### src/rtl/uart_imem_loader_pkg.sv
// Shared definitions for the UART boot loader: image header value and FSM encodings.
package uart_imem_loader_pkg;

    localparam logic [7:0] LOADER_HDR = 8'hA5;

    typedef enum logic [2:0] {
        IDLE   = 3'd0,
        CNT_LO = 3'd1,
        CNT_HI = 3'd2,
        DATA   = 3'd3,
        CSUM   = 3'd4,
        RUN    = 3'd5,
        ERR    = 3'd6
    } loader_state_e;

    typedef enum logic [1:0] {
        RX_IDLE  = 2'd0,
        RX_START = 2'd1,
        RX_BITS  = 2'd2,
        RX_STOP  = 2'd3
    } rx_state_e;

    // States in which an image is partially received and errors abort it.
    function automatic logic is_loading(input loader_state_e s);
        return (s == CNT_LO) || (s == CNT_HI) || (s == DATA) || (s == CSUM);
    endfunction

endpackage

### src/rtl/uart_rx_byte.sv
// UART 8N1 byte receiver on an already-synchronized line; one-cycle byte_valid
// or frame_err pulse per frame, data LSB first.
module uart_rx_byte
    import uart_imem_loader_pkg::*;
#(
    parameter int CLKS_PER_BIT = 868
) (
    input  logic       clk,
    input  logic       rst_async,
    input  logic       rx_sync,
    output logic       byte_valid,
    output logic [7:0] byte_data,
    output logic       frame_err
);

    localparam int CW = $clog2(CLKS_PER_BIT);
    localparam logic [CW-1:0] HALF_M1 = CW'(CLKS_PER_BIT / 2 - 1);
    localparam logic [CW-1:0] FULL_M1 = CW'(CLKS_PER_BIT - 1);

    rx_state_e     state, state_n;
    logic [CW-1:0] cnt, cnt_n;
    logic [2:0]    bit_idx, bit_idx_n;
    logic [7:0]    shift, shift_n;
    logic          rx_prev;
    logic          valid_n, ferr_n;

    always_ff @(posedge clk or posedge rst_async) begin
        if (rst_async) begin
            state      <= RX_IDLE;
            cnt        <= '0;
            bit_idx    <= '0;
            shift      <= '0;
            rx_prev    <= 1'b1;
            byte_valid <= 1'b0;
            frame_err  <= 1'b0;
        end else begin
            state      <= state_n;
            cnt        <= cnt_n;
            bit_idx    <= bit_idx_n;
            shift      <= shift_n;
            rx_prev    <= rx_sync;
            byte_valid <= valid_n;
            frame_err  <= ferr_n;
        end
    end

    // Edge-triggered start so a held-low break after a bad stop bit is not re-read.
    always_comb begin
        state_n   = state;
        cnt_n     = cnt;
        bit_idx_n = bit_idx;
        shift_n   = shift;
        valid_n   = 1'b0;
        ferr_n    = 1'b0;
        case (state)
            RX_IDLE: begin
                cnt_n = '0;
                if (rx_prev && !rx_sync) state_n = RX_START;
            end
            RX_START: begin
                if (cnt == HALF_M1) begin
                    cnt_n     = '0;
                    bit_idx_n = '0;
                    state_n   = rx_sync ? RX_IDLE : RX_BITS;
                end else begin
                    cnt_n = cnt + 1'b1;
                end
            end
            RX_BITS: begin
                if (cnt == FULL_M1) begin
                    cnt_n   = '0;
                    shift_n = {rx_sync, shift[7:1]};
                    if (bit_idx == 3'd7) state_n = RX_STOP;
                    else bit_idx_n = bit_idx + 1'b1;
                end else begin
                    cnt_n = cnt + 1'b1;
                end
            end
            RX_STOP: begin
                if (cnt == FULL_M1) begin
                    cnt_n   = '0;
                    state_n = RX_IDLE;
                    valid_n = rx_sync;
                    ferr_n  = !rx_sync;
                end else begin
                    cnt_n = cnt + 1'b1;
                end
            end
            default: state_n = RX_IDLE;
        endcase
    end

    assign byte_data = shift;

endmodule

### src/rtl/uart_imem_loader.sv
// Boot loader: receives a checksummed program image over UART, writes it into
// imem word by word and holds the core in reset until a good image arrives.
module uart_imem_loader
    import uart_imem_loader_pkg::*;
#(
    parameter int CLK_HZ       = 100_000_000,
    parameter int BAUD         = 115_200,
    parameter int ADDR_WIDTH   = 12,
    parameter int TIMEOUT_BITS = 64
) (
    input  logic                  clk,
    input  logic                  rst_async,
    input  logic                  rx,
    output logic                  mem_we,
    output logic [ADDR_WIDTH-1:0] mem_addr,
    output logic [31:0]           mem_wdata,
    output logic                  cpu_hold,
    output logic                  load_done,
    output logic                  load_err,
    output loader_state_e         loader_state
);

    localparam int CLKS_PER_BIT = CLK_HZ / BAUD;
    localparam int TO_CYCLES    = TIMEOUT_BITS * CLKS_PER_BIT;
    localparam int TOW          = $clog2(TO_CYCLES + 1);
    localparam logic [16:0] MAX_WORDS = 17'(2 ** ADDR_WIDTH);

    generate
        if (CLKS_PER_BIT < 8) begin : g_baud_check
            $error("uart_imem_loader: CLK_HZ/BAUD must be at least 8");
        end
    endgenerate

    logic       rx_meta, rx_sync;
    logic       byte_valid, frame_err;
    logic [7:0] byte_data;

    always_ff @(posedge clk or posedge rst_async) begin
        if (rst_async) begin
            rx_meta <= 1'b1;
            rx_sync <= 1'b1;
        end else begin
            rx_meta <= rx;
            rx_sync <= rx_meta;
        end
    end

    uart_rx_byte #(.CLKS_PER_BIT(CLKS_PER_BIT)) u_rx (
        .clk        (clk),
        .rst_async  (rst_async),
        .rx_sync    (rx_sync),
        .byte_valid (byte_valid),
        .byte_data  (byte_data),
        .frame_err  (frame_err)
    );

    loader_state_e         state, state_n;
    logic [7:0]            cnt_lo, cnt_lo_n;
    logic [16:0]           words_left, words_left_n;
    logic [1:0]            byte_idx, byte_idx_n;
    logic [23:0]           word_asm, word_asm_n;
    logic [7:0]            xor_acc, xor_acc_n;
    logic [TOW-1:0]        to_cnt;
    logic                  we_n, done_n;
    logic [ADDR_WIDTH-1:0] addr_n;
    logic [31:0]           wdata_n;
    logic [16:0]           count;

    assign count = {1'b0, byte_data, cnt_lo};

    always_ff @(posedge clk or posedge rst_async) begin
        if (rst_async) begin
            state      <= IDLE;
            cnt_lo     <= '0;
            words_left <= '0;
            byte_idx   <= '0;
            word_asm   <= '0;
            xor_acc    <= '0;
            to_cnt     <= '0;
            mem_we     <= 1'b0;
            mem_addr   <= '0;
            mem_wdata  <= '0;
            load_done  <= 1'b0;
            cpu_hold   <= 1'b1;
            load_err   <= 1'b0;
        end else begin
            state      <= state_n;
            cnt_lo     <= cnt_lo_n;
            words_left <= words_left_n;
            byte_idx   <= byte_idx_n;
            word_asm   <= word_asm_n;
            xor_acc    <= xor_acc_n;
            mem_we     <= we_n;
            mem_addr   <= addr_n;
            mem_wdata  <= wdata_n;
            load_done  <= done_n;
            cpu_hold   <= (state_n != RUN);
            load_err   <= (state_n == ERR);
            if (byte_valid) to_cnt <= TOW'(TO_CYCLES);
            else if (to_cnt != '0) to_cnt <= to_cnt - 1'b1;
        end
    end

    always_comb begin
        state_n      = state;
        cnt_lo_n     = cnt_lo;
        words_left_n = words_left;
        byte_idx_n   = byte_idx;
        word_asm_n   = word_asm;
        xor_acc_n    = xor_acc;
        we_n         = 1'b0;
        done_n       = 1'b0;
        wdata_n      = mem_wdata;
        addr_n       = mem_we ? mem_addr + 1'b1 : mem_addr;
        if (byte_valid) begin
            case (state)
                IDLE, RUN, ERR: begin
                    if (byte_data == LOADER_HDR) begin
                        state_n    = CNT_LO;
                        xor_acc_n  = '0;
                        addr_n     = '0;
                        byte_idx_n = '0;
                    end
                end
                CNT_LO: begin
                    cnt_lo_n  = byte_data;
                    xor_acc_n = xor_acc ^ byte_data;
                    state_n   = CNT_HI;
                end
                CNT_HI: begin
                    xor_acc_n    = xor_acc ^ byte_data;
                    words_left_n = count;
                    if (count > MAX_WORDS) state_n = ERR;
                    else if (count == '0) state_n = CSUM;
                    else state_n = DATA;
                end
                DATA: begin
                    xor_acc_n  = xor_acc ^ byte_data;
                    byte_idx_n = byte_idx + 1'b1;
                    // Little-endian assembly: earlier bytes shift down toward bit 0.
                    word_asm_n = {byte_data, word_asm[23:8]};
                    if (byte_idx == 2'd3) begin
                        we_n         = 1'b1;
                        wdata_n      = {byte_data, word_asm};
                        words_left_n = words_left - 1'b1;
                        if (words_left == 17'd1) state_n = CSUM;
                    end
                end
                CSUM: begin
                    if (byte_data == xor_acc) begin
                        state_n = RUN;
                        done_n  = 1'b1;
                    end else begin
                        state_n = ERR;
                    end
                end
                default: state_n = IDLE;
            endcase
        end else if (is_loading(state) && (frame_err || to_cnt == '0)) begin
            state_n = ERR;
        end
    end

    assign loader_state = state;

endmodule
### config.mk
export PLATFORM = sky130hd
export DESIGN_NAME = uart_imem_loader
export DESIGN_NICKNAME = d
export VERILOG_FILES = /design/src/rtl/uart_imem_loader_pkg.sv /design/src/rtl/uart_rx_byte.sv /design/src/rtl/uart_imem_loader.sv
export SDC_FILE = /design/constraint.sdc
export NUM_CORES = 1
export LEC_CHECK = 0
export ABC_AREA = 1
export CORE_MARGIN = 4
export CORE_UTILIZATION = 53
export CTS_CLUSTER_DIAMETER = 100
export DETAILED_ROUTE_END_ITERATION = 7
export HOLD_SLACK_MARGIN = 0.06
export PLACE_DENSITY = 0.85
export RECOVER_POWER = 50
export SLEW_MARGIN = 10
export SYNTH_ARGS = -nofsm -noshare
export SYNTH_HDL_FRONTEND = slang
export SYNTH_SLANG_ARGS = --single-unit
### constraint.sdc
create_clock -name clk -period 5.8 [get_ports clk]
set_input_delay 1.45 -clock clk [delete_from_list [all_inputs] [get_ports clk]]
set_output_delay 1.45 -clock clk [all_outputs]
set_load 0.01 [all_outputs]
# Word level (Yosys, flattened, before mapping)
# Cells that the tools add are included.
[word_totals]
register_bits = 154
input_bits = 3
output_inout_bits = 51
[classes]
n_mux = 45
reduce_logical = 29
n_eq_ne = 26
n_addsub = 6
n_lt_le_gt_ge = 1
bitwise = 1
[op_table]
columns = ["cell", "n"]
rows = [
  ["$mux 12", 4],
  ["$pmux 17 s2", 1],
  ["$mux 16", 2],
  ["$mux 3", 10],
  ["$pmux 10 s3", 1],
  ["$mux 10", 2],
  ["$eq 17x1->1 const B", 1],
  ["$logic_not 17->1", 1],
  ["$mux 17", 1],
  ["$sub 17x1->17 const B", 1],
  ["$gt 16x13->1 const B", 1],
  ["$logic_not 16->1", 1],
  ["$mux 2", 8],
  ["$pmux 8 s2", 1],
  ["$reduce_bool 16->1", 1],
  ["$sub 16x1->16 const B", 1],
  ["$eq 3x3->1 const B", 5],
  ["$pmux 3 s5", 1],
  ["$add 12x1->12 const B", 1],
  ["$reduce_and 3->1", 4],
  ["$add 10x1->10 const B", 1],
  ["$eq 10x10->1 const B", 1],
  ["$eq 10x9->1 const B", 1],
  ["$mux 1", 10],
  ["other kinds (27)", 47],
]

# Depth between registers and ports, before layout
[depth]
word_depth = 8
ltp_mapped = 14

# By module
# Synthesis repeated with hierarchy kept, for this count alone.
[unflattened]
hier_cells = 915
hier_area_um2 = 7429.6
[modules_own_cells]
columns = ["module", "seq_area_each_um2", "cells_per_inst", "area_per_inst_um2", "n_inst"]
rows = [
  ["uart_imem_loader", 3206.8, 763, 6125.9, 1],
  ["uart_rx_byte", 651.9, 152, 1303.8, 1],
]

# Worst setup path after synthesis
# No wires, ideal clock.
[synth_path]
kind = "reg-to-output"
startpoint = "register cpu_hold"
endpoint = "output cpu_hold"
required_ns = 4.350
setup_slack_ns = 3.830
stages_incl_launch_ff = 1
path_buffers = 0
t_arrival_ns = 0.520
cell_sequence = "dfstp_2"
[synth_lines]
columns = ["element", "line_no", "text"]
rows = [
  ["start: declaration", "uart_imem_loader.sv:17", "output logic cpu_hold,"],
  ["start signal: assignment", "uart_imem_loader.sv:97", "cpu_hold <= (state_n != RUN);"],
]
# No word-level cell between the ends.

# Final worst setup path
[layout_path]
startpoint = "register u_rx.byte_valid"
endpoint = "register mem_wdata[10]"
[layout_between]
elab_chain_cells = 1
[layout_rtl]
columns = ["element", "line_no", "text"]
rows = [
  ["start: declaration", "uart_rx_byte.sv:11", "output logic byte_valid,"],
  ["start signal: assignment", "uart_rx_byte.sv:42", "byte_valid <= valid_n;"],
  ["$reduce_and 3->1 (no line)", "-", ""],
  ["end signal: assignment", "uart_imem_loader.sv:95", "mem_wdata <= wdata_n;"],
  ["end: declaration", "uart_imem_loader.sv:16", "output logic [31:0] mem_wdata,"],
]
# Every way passes these cells.
# A chain may end at the register's enable or synchronous reset.

==> flow_summary_export.csv <==
group,metric,value,unit
status,outcome,"finished, violations left",
status,violations,"capacitance limit, slew limit",
place,placed_area,0.00792,sq mm
sta,finalHoldViolations,0,
synth,synth_sequential_area_ratio,53.2,%
detailed_routing,drcViolationCount,0,
place,port-buffer-count,53,
clock_network,cts_tree,"done",
synth,synth_area_per_cell,8.07,sq um
floorplanning,initial_standard_cell_utilization_of_the_core,54.5,%
clock_network,post-cts-setup-buffer-count,0,
floorplanning,ios,54,
place,globalplace.congestion,0.877,
sta,max_slew_margin,-11.5,%
job,max-cap-violations,1,
sta,share_of_the_clock_period_used_by_the_worst_path_after_layout,54.7,%
setup_path,setup.worst_path.end_class,"flop",
floorplanning,die_w,125,microns
sta,final-max-slew-violation-count,17,
hold_path,hold-path-endpoint,"rx_sync",
setup_path,crit_path_start_kind,"flop",
floorplanning,die_h,125,microns
sta,max_freq,315,MHz
detailed_routing,routed_via_density,5.33,
setup_path,critPathArrivalTime,3.49,ns
setup_path,critPathKind,"reg -> reg",
synth,ys_types,37,
power_and_ir_drop,power.net_switching,0.528,mW
sta,setup_violations,0,
setup_path,rrSetupSlack,2.63,ns
detailed_routing,vias,6068,
clock_network,cts_hold_bufs,0,
setup_path,reg2reg_from,"u_rx.byte_valid",
detailed_routing,dr.pass1.iters,5,
detailed_routing,first_drt_iteration_drcs,634,
power_and_ir_drop,total_leakage_power,4.14,nW
detailed_routing,wl_per_cell,13.9,microns
grt,grt_overflow,0,
setup_path,worstPathMaxFanout,65,
final_layout,n_antenna_cell,0,
sta,fin_skew,0.00926,ns
setup_path,worstPathRequired,6.11,ns
synth,yosysWarnings,0,
hold_path,min-delay-path-class,"reg -> reg",
clock_network,cts-root-to-sink-buffers,2,
power_and_ir_drop,p_int,1.81,mW
clock_network,cts_inserted_buffers,17,
clock_network,h-tree-depth,4,
clock_network,clk_latency,0.42,ns
grt,via_count_of_the_first_global_routing_pass,5958,
clock_network,cts.reportedPaths.clkPinSlew,0.06,ns
clock_network,cts.sink_count,154,
sta,post-route-min-period,3.17,ns
floorplanning,placeableCoreArea,0.0133,sq mm
final_layout,final_design_area_excluding_fillers,0.00849,sq mm
setup_path,reg2regPathDepth,4,
power_and_ir_drop,share_of_total_power_in_the_clock_network,47.1,%
synth,synthesized_instance_count,899,
power_and_ir_drop,power-per-cell-area,275,mW/mm^2
grt,grt_start_max_net_pins,96,
final_layout,drive_above_1_share,5.30,%
clock_network,cts_root_buf,"sky130_fd_sc_hd__clkbuf_16",
hold_path,min_from,"rx_meta",
sta,grt_setup_unrepaired,"false",
detailed_routing,postRouteWirelength,15.8,mm
place,hpwlAfterDp,10.8,mm
synth,mappedNetlistArea,0.00725,sq mm
power_and_ir_drop,seq_power_share,47.6,%
detailed_routing,drtAntennaViolNets,0,
power_and_ir_drop,p_comb_share,5.3,%
grt,global_route_wire_length_before_repair,27.4,mm
power_and_ir_drop,worst_ir_drop_vdd,0.353,mV
synth,syn_nets,911,
grt,total_routing_usage_gr,21.2,%
power_and_ir_drop,power_switching_share,22.6,%
grt,number_of_antenna_violations_at_the_first_check_in_global_routing,0,
floorplanning,die_area,0.0156,sq mm
synth,post_synthesis_register_bit_count,154,
floorplanning,std_cell_rows,42,
hold_path,hold_path_depth,0,
final_layout,layout.nets,962,
sta,max_slew.worst_pin.slew,1.66,ns
final_layout,syn2layout_area_growth,17.1,%
clock_network,post_cts_resized,0,
sta,setup_tns,0,ns
setup_path,worst_r2r_dst,"mem_wdata[10]",
==> sequential cells by signal (all words and copies together), names as in the netlist, named ones only <==
signal / flops
mem_wdata: 32
word_asm: 24
words_left: 17
to_cnt: 16
mem_addr: 12
u_rx.cnt: 10
cnt_lo: 8
u_rx.byte_data: 8
xor_acc: 8
loader_state: 3
u_rx.bit_idx: 3
byte_idx: 2
cpu_hold: 1
load_done: 1
load_err: 1
mem_we: 1
rx_meta: 1
rx_sync: 1
u_rx.byte_valid: 1
u_rx.frame_err: 1
u_rx.rx_prev: 1
u_rx.state: 1
==> worst max path at each step <==
stage,from,end,slack [ns],cells after the start
after floorplan,rst_async,async pin,0.21,1
after global placement,rst_async,mem_wdata[14],2.78,3
after global routing,u_rx.byte_valid,mem_wdata[20],2.19,4
after CTS,loader_state[2],mem_wdata[21],2.69,5
final,u_rx.byte_valid,mem_wdata[10],2.63,4
after detailed placement,loader_state[2],mem_wdata[6],2.70,5
==> cell families after synthesis <==
logic type	after synthesis	synth area share, %
flops	154	53.2
fa+ha+maj	9	1.55
buf+inv	148	7.85
xor+xnor	14	1.69
simple gates	406	23.4
compound gates	168	12.3
==> routing by layer <==
metal  up-vias  track usage [%]  routed length [microns]
li1       2983                -                        -
met2       193             33.8                     7490
met1      2858             28.4                     7260
met4         0             9.44                      351
met3        34             4.35                      746
met5         -                0                        0
==> cells in the mapped netlist <==
master                       n  share of area [%]
sky130_fd_sc_hd__nand2_1   223                 12
sky130_fd_sc_hd__dfrtp_1   150                 52
sky130_fd_sc_hd__inv_1     117                6.1
sky130_fd_sc_hd__o21ai_0   114                7.9
sky130_fd_sc_hd__nor2_1     98                5.1
sky130_fd_sc_hd__nand3_1    37                2.6
sky130_fd_sc_hd__a21oi_1    28                1.9
sky130_fd_sc_hd__nand4_1    16                1.4
sky130_fd_sc_hd__clkbuf_1   15               0.78
sky130_fd_sc_hd__nor3_1     15                1.0
sky130_fd_sc_hd__o21ai_1    11               0.76
sky130_fd_sc_hd__xor2_1     10                1.2
sky130_fd_sc_hd__ha_1        9                1.6
sky130_fd_sc_hd__inv_2       7               0.36
sky130_fd_sc_hd__buf_2       5               0.35
sky130_fd_sc_hd__dfstp_2     4                1.4
sky130_fd_sc_hd__nor2_4      4               0.62
sky130_fd_sc_hd__nor4_1      4               0.35
sky130_fd_sc_hd__xnor2_1     4               0.48
sky130_fd_sc_hd__a22oi_1     3               0.31
sky130_fd_sc_hd__o22ai_1     3               0.26
sky130_fd_sc_hd__buf_1       2               0.10
sky130_fd_sc_hd__nand2_2     2               0.17
sky130_fd_sc_hd__nand3b_1    2               0.21
sky130_fd_sc_hd__nor2_2      2               0.17
sky130_fd_sc_hd__o31ai_1     2               0.21
sky130_fd_sc_hd__or2_2       2               0.17
sky130_fd_sc_hd__a211o_1     1               0.12
sky130_fd_sc_hd__a211oi_1    1               0.10
sky130_fd_sc_hd__a211oi_4    1               0.28
sky130_fd_sc_hd__a22o_1      1               0.12
sky130_fd_sc_hd__a31o_2      1               0.12
sky130_fd_sc_hd__a31oi_1     1              0.086
sky130_fd_sc_hd__buf_6       1               0.16
sky130_fd_sc_hd__clkinv_1    1              0.052
sky130_fd_sc_hd__nand3_2     1               0.14
sky130_fd_sc_hd__o211ai_1    1               0.10
==> placed cells by master, fill, tap and decap left out, types with 2 or more instances in the layout <==
cell                              Yosys  layout
sky130_fd_sc_hd__nand2_1            223     222
sky130_fd_sc_hd__nand4_1             16      16
sky130_fd_sc_hd__xnor2_1              4       4
sky130_fd_sc_hd__or2_2                2       2
sky130_fd_sc_hd__clkbuf_1            15       4
sky130_fd_sc_hd__o21ai_0            114     115
sky130_fd_sc_hd__a21oi_1             28      28
sky130_fd_sc_hd__dfrtp_1            150     150
sky130_fd_sc_hd__dlygate4sd3_1        0       2
sky130_fd_sc_hd__o21ai_1             11      10
sky130_fd_sc_hd__nor2_1              98      99
sky130_fd_sc_hd__inv_1              117     118
sky130_fd_sc_hd__nor2_2               2       2
sky130_fd_sc_hd__clkinv_2             0       3
sky130_fd_sc_hd__clkbuf_16            0      17
sky130_fd_sc_hd__clkbuf_8             0       4
sky130_fd_sc_hd__nor4_1               4       4
sky130_fd_sc_hd__nor2_4               4       3
sky130_fd_sc_hd__clkdlybuf4s50_1      0      51
sky130_fd_sc_hd__xor2_1              10      10
sky130_fd_sc_hd__nand2_2              2       3
sky130_fd_sc_hd__a211oi_1             1       2
sky130_fd_sc_hd__dfstp_2              4       3
sky130_fd_sc_hd__bufinv_16            0       2
sky130_fd_sc_hd__o22ai_1              3       3
sky130_fd_sc_hd__a22oi_1              3       3
sky130_fd_sc_hd__nand3b_1             2       2
sky130_fd_sc_hd__o31ai_1              2       2
sky130_fd_sc_hd__nand3_1             37      37
sky130_fd_sc_hd__nor3_1              15      15
sky130_fd_sc_hd__buf_4                0       2
sky130_fd_sc_hd__ha_1                 9       9
sky130_fd_sc_hd__inv_2                7       5
==> per-stage QoR <==
step / setup WS [ns] / hold WS, ns / power (mW) / util [%] / cells
3_5_place_dp: 2.70 / 0.347 / 1.26 / 59.6 / 1107
6_report: 2.63 / 0.360 / 2.33 / 63.9 / 1139
3_3_place_gp: 2.78 / 0.346 / 1.25 / 59.6 / 1107
5_1_grt: 2.19 / 0.368 / 2.41 / 63.9 / 1139
4_1_cts: 2.69 / 0.355 / 2.35 / 64.0 / 1139
2_1_floorplan: 0.207 / 0.345 / 1.23 / - / 899
==> worst max-delay path, cell delays in order (launching register included) <==
cell                      delay (ns)
sky130_fd_sc_hd__dfrtp_1        0.59
sky130_fd_sc_hd__inv_1          0.40
sky130_fd_sc_hd__nor2_4         0.82
sky130_fd_sc_hd__nand2_2        0.80
sky130_fd_sc_hd__o21ai_0        0.44
==> layout make-up <==
cell class              instances  area, sq um
clock buffers                  25          495
multi-input cells             597         2810
fillers                      1072         4800
flip-flops and latches        154         3860
repair buffers                 55          546
clock inverters                 7         91.3
inverters                     125          474
well taps                     176          220
==> power groups by stage <==
| stage | Sequential [mW] | Combinational [mW] | Clock, mW |
|---|---|---|---|
| global route | 1.12 | 0.147 | 1.15 |
| floorplan | 1.13 | 0.0983 | 0 |
| global placement | 1.13 | 0.121 | 0 |
| detailed placement | 1.13 | 0.124 | 0 |
| finish | 1.11 | 0.123 | 1.10 |
| CTS | 1.11 | 0.127 | 1.11 |
Power figures use the tool's default switching activity.
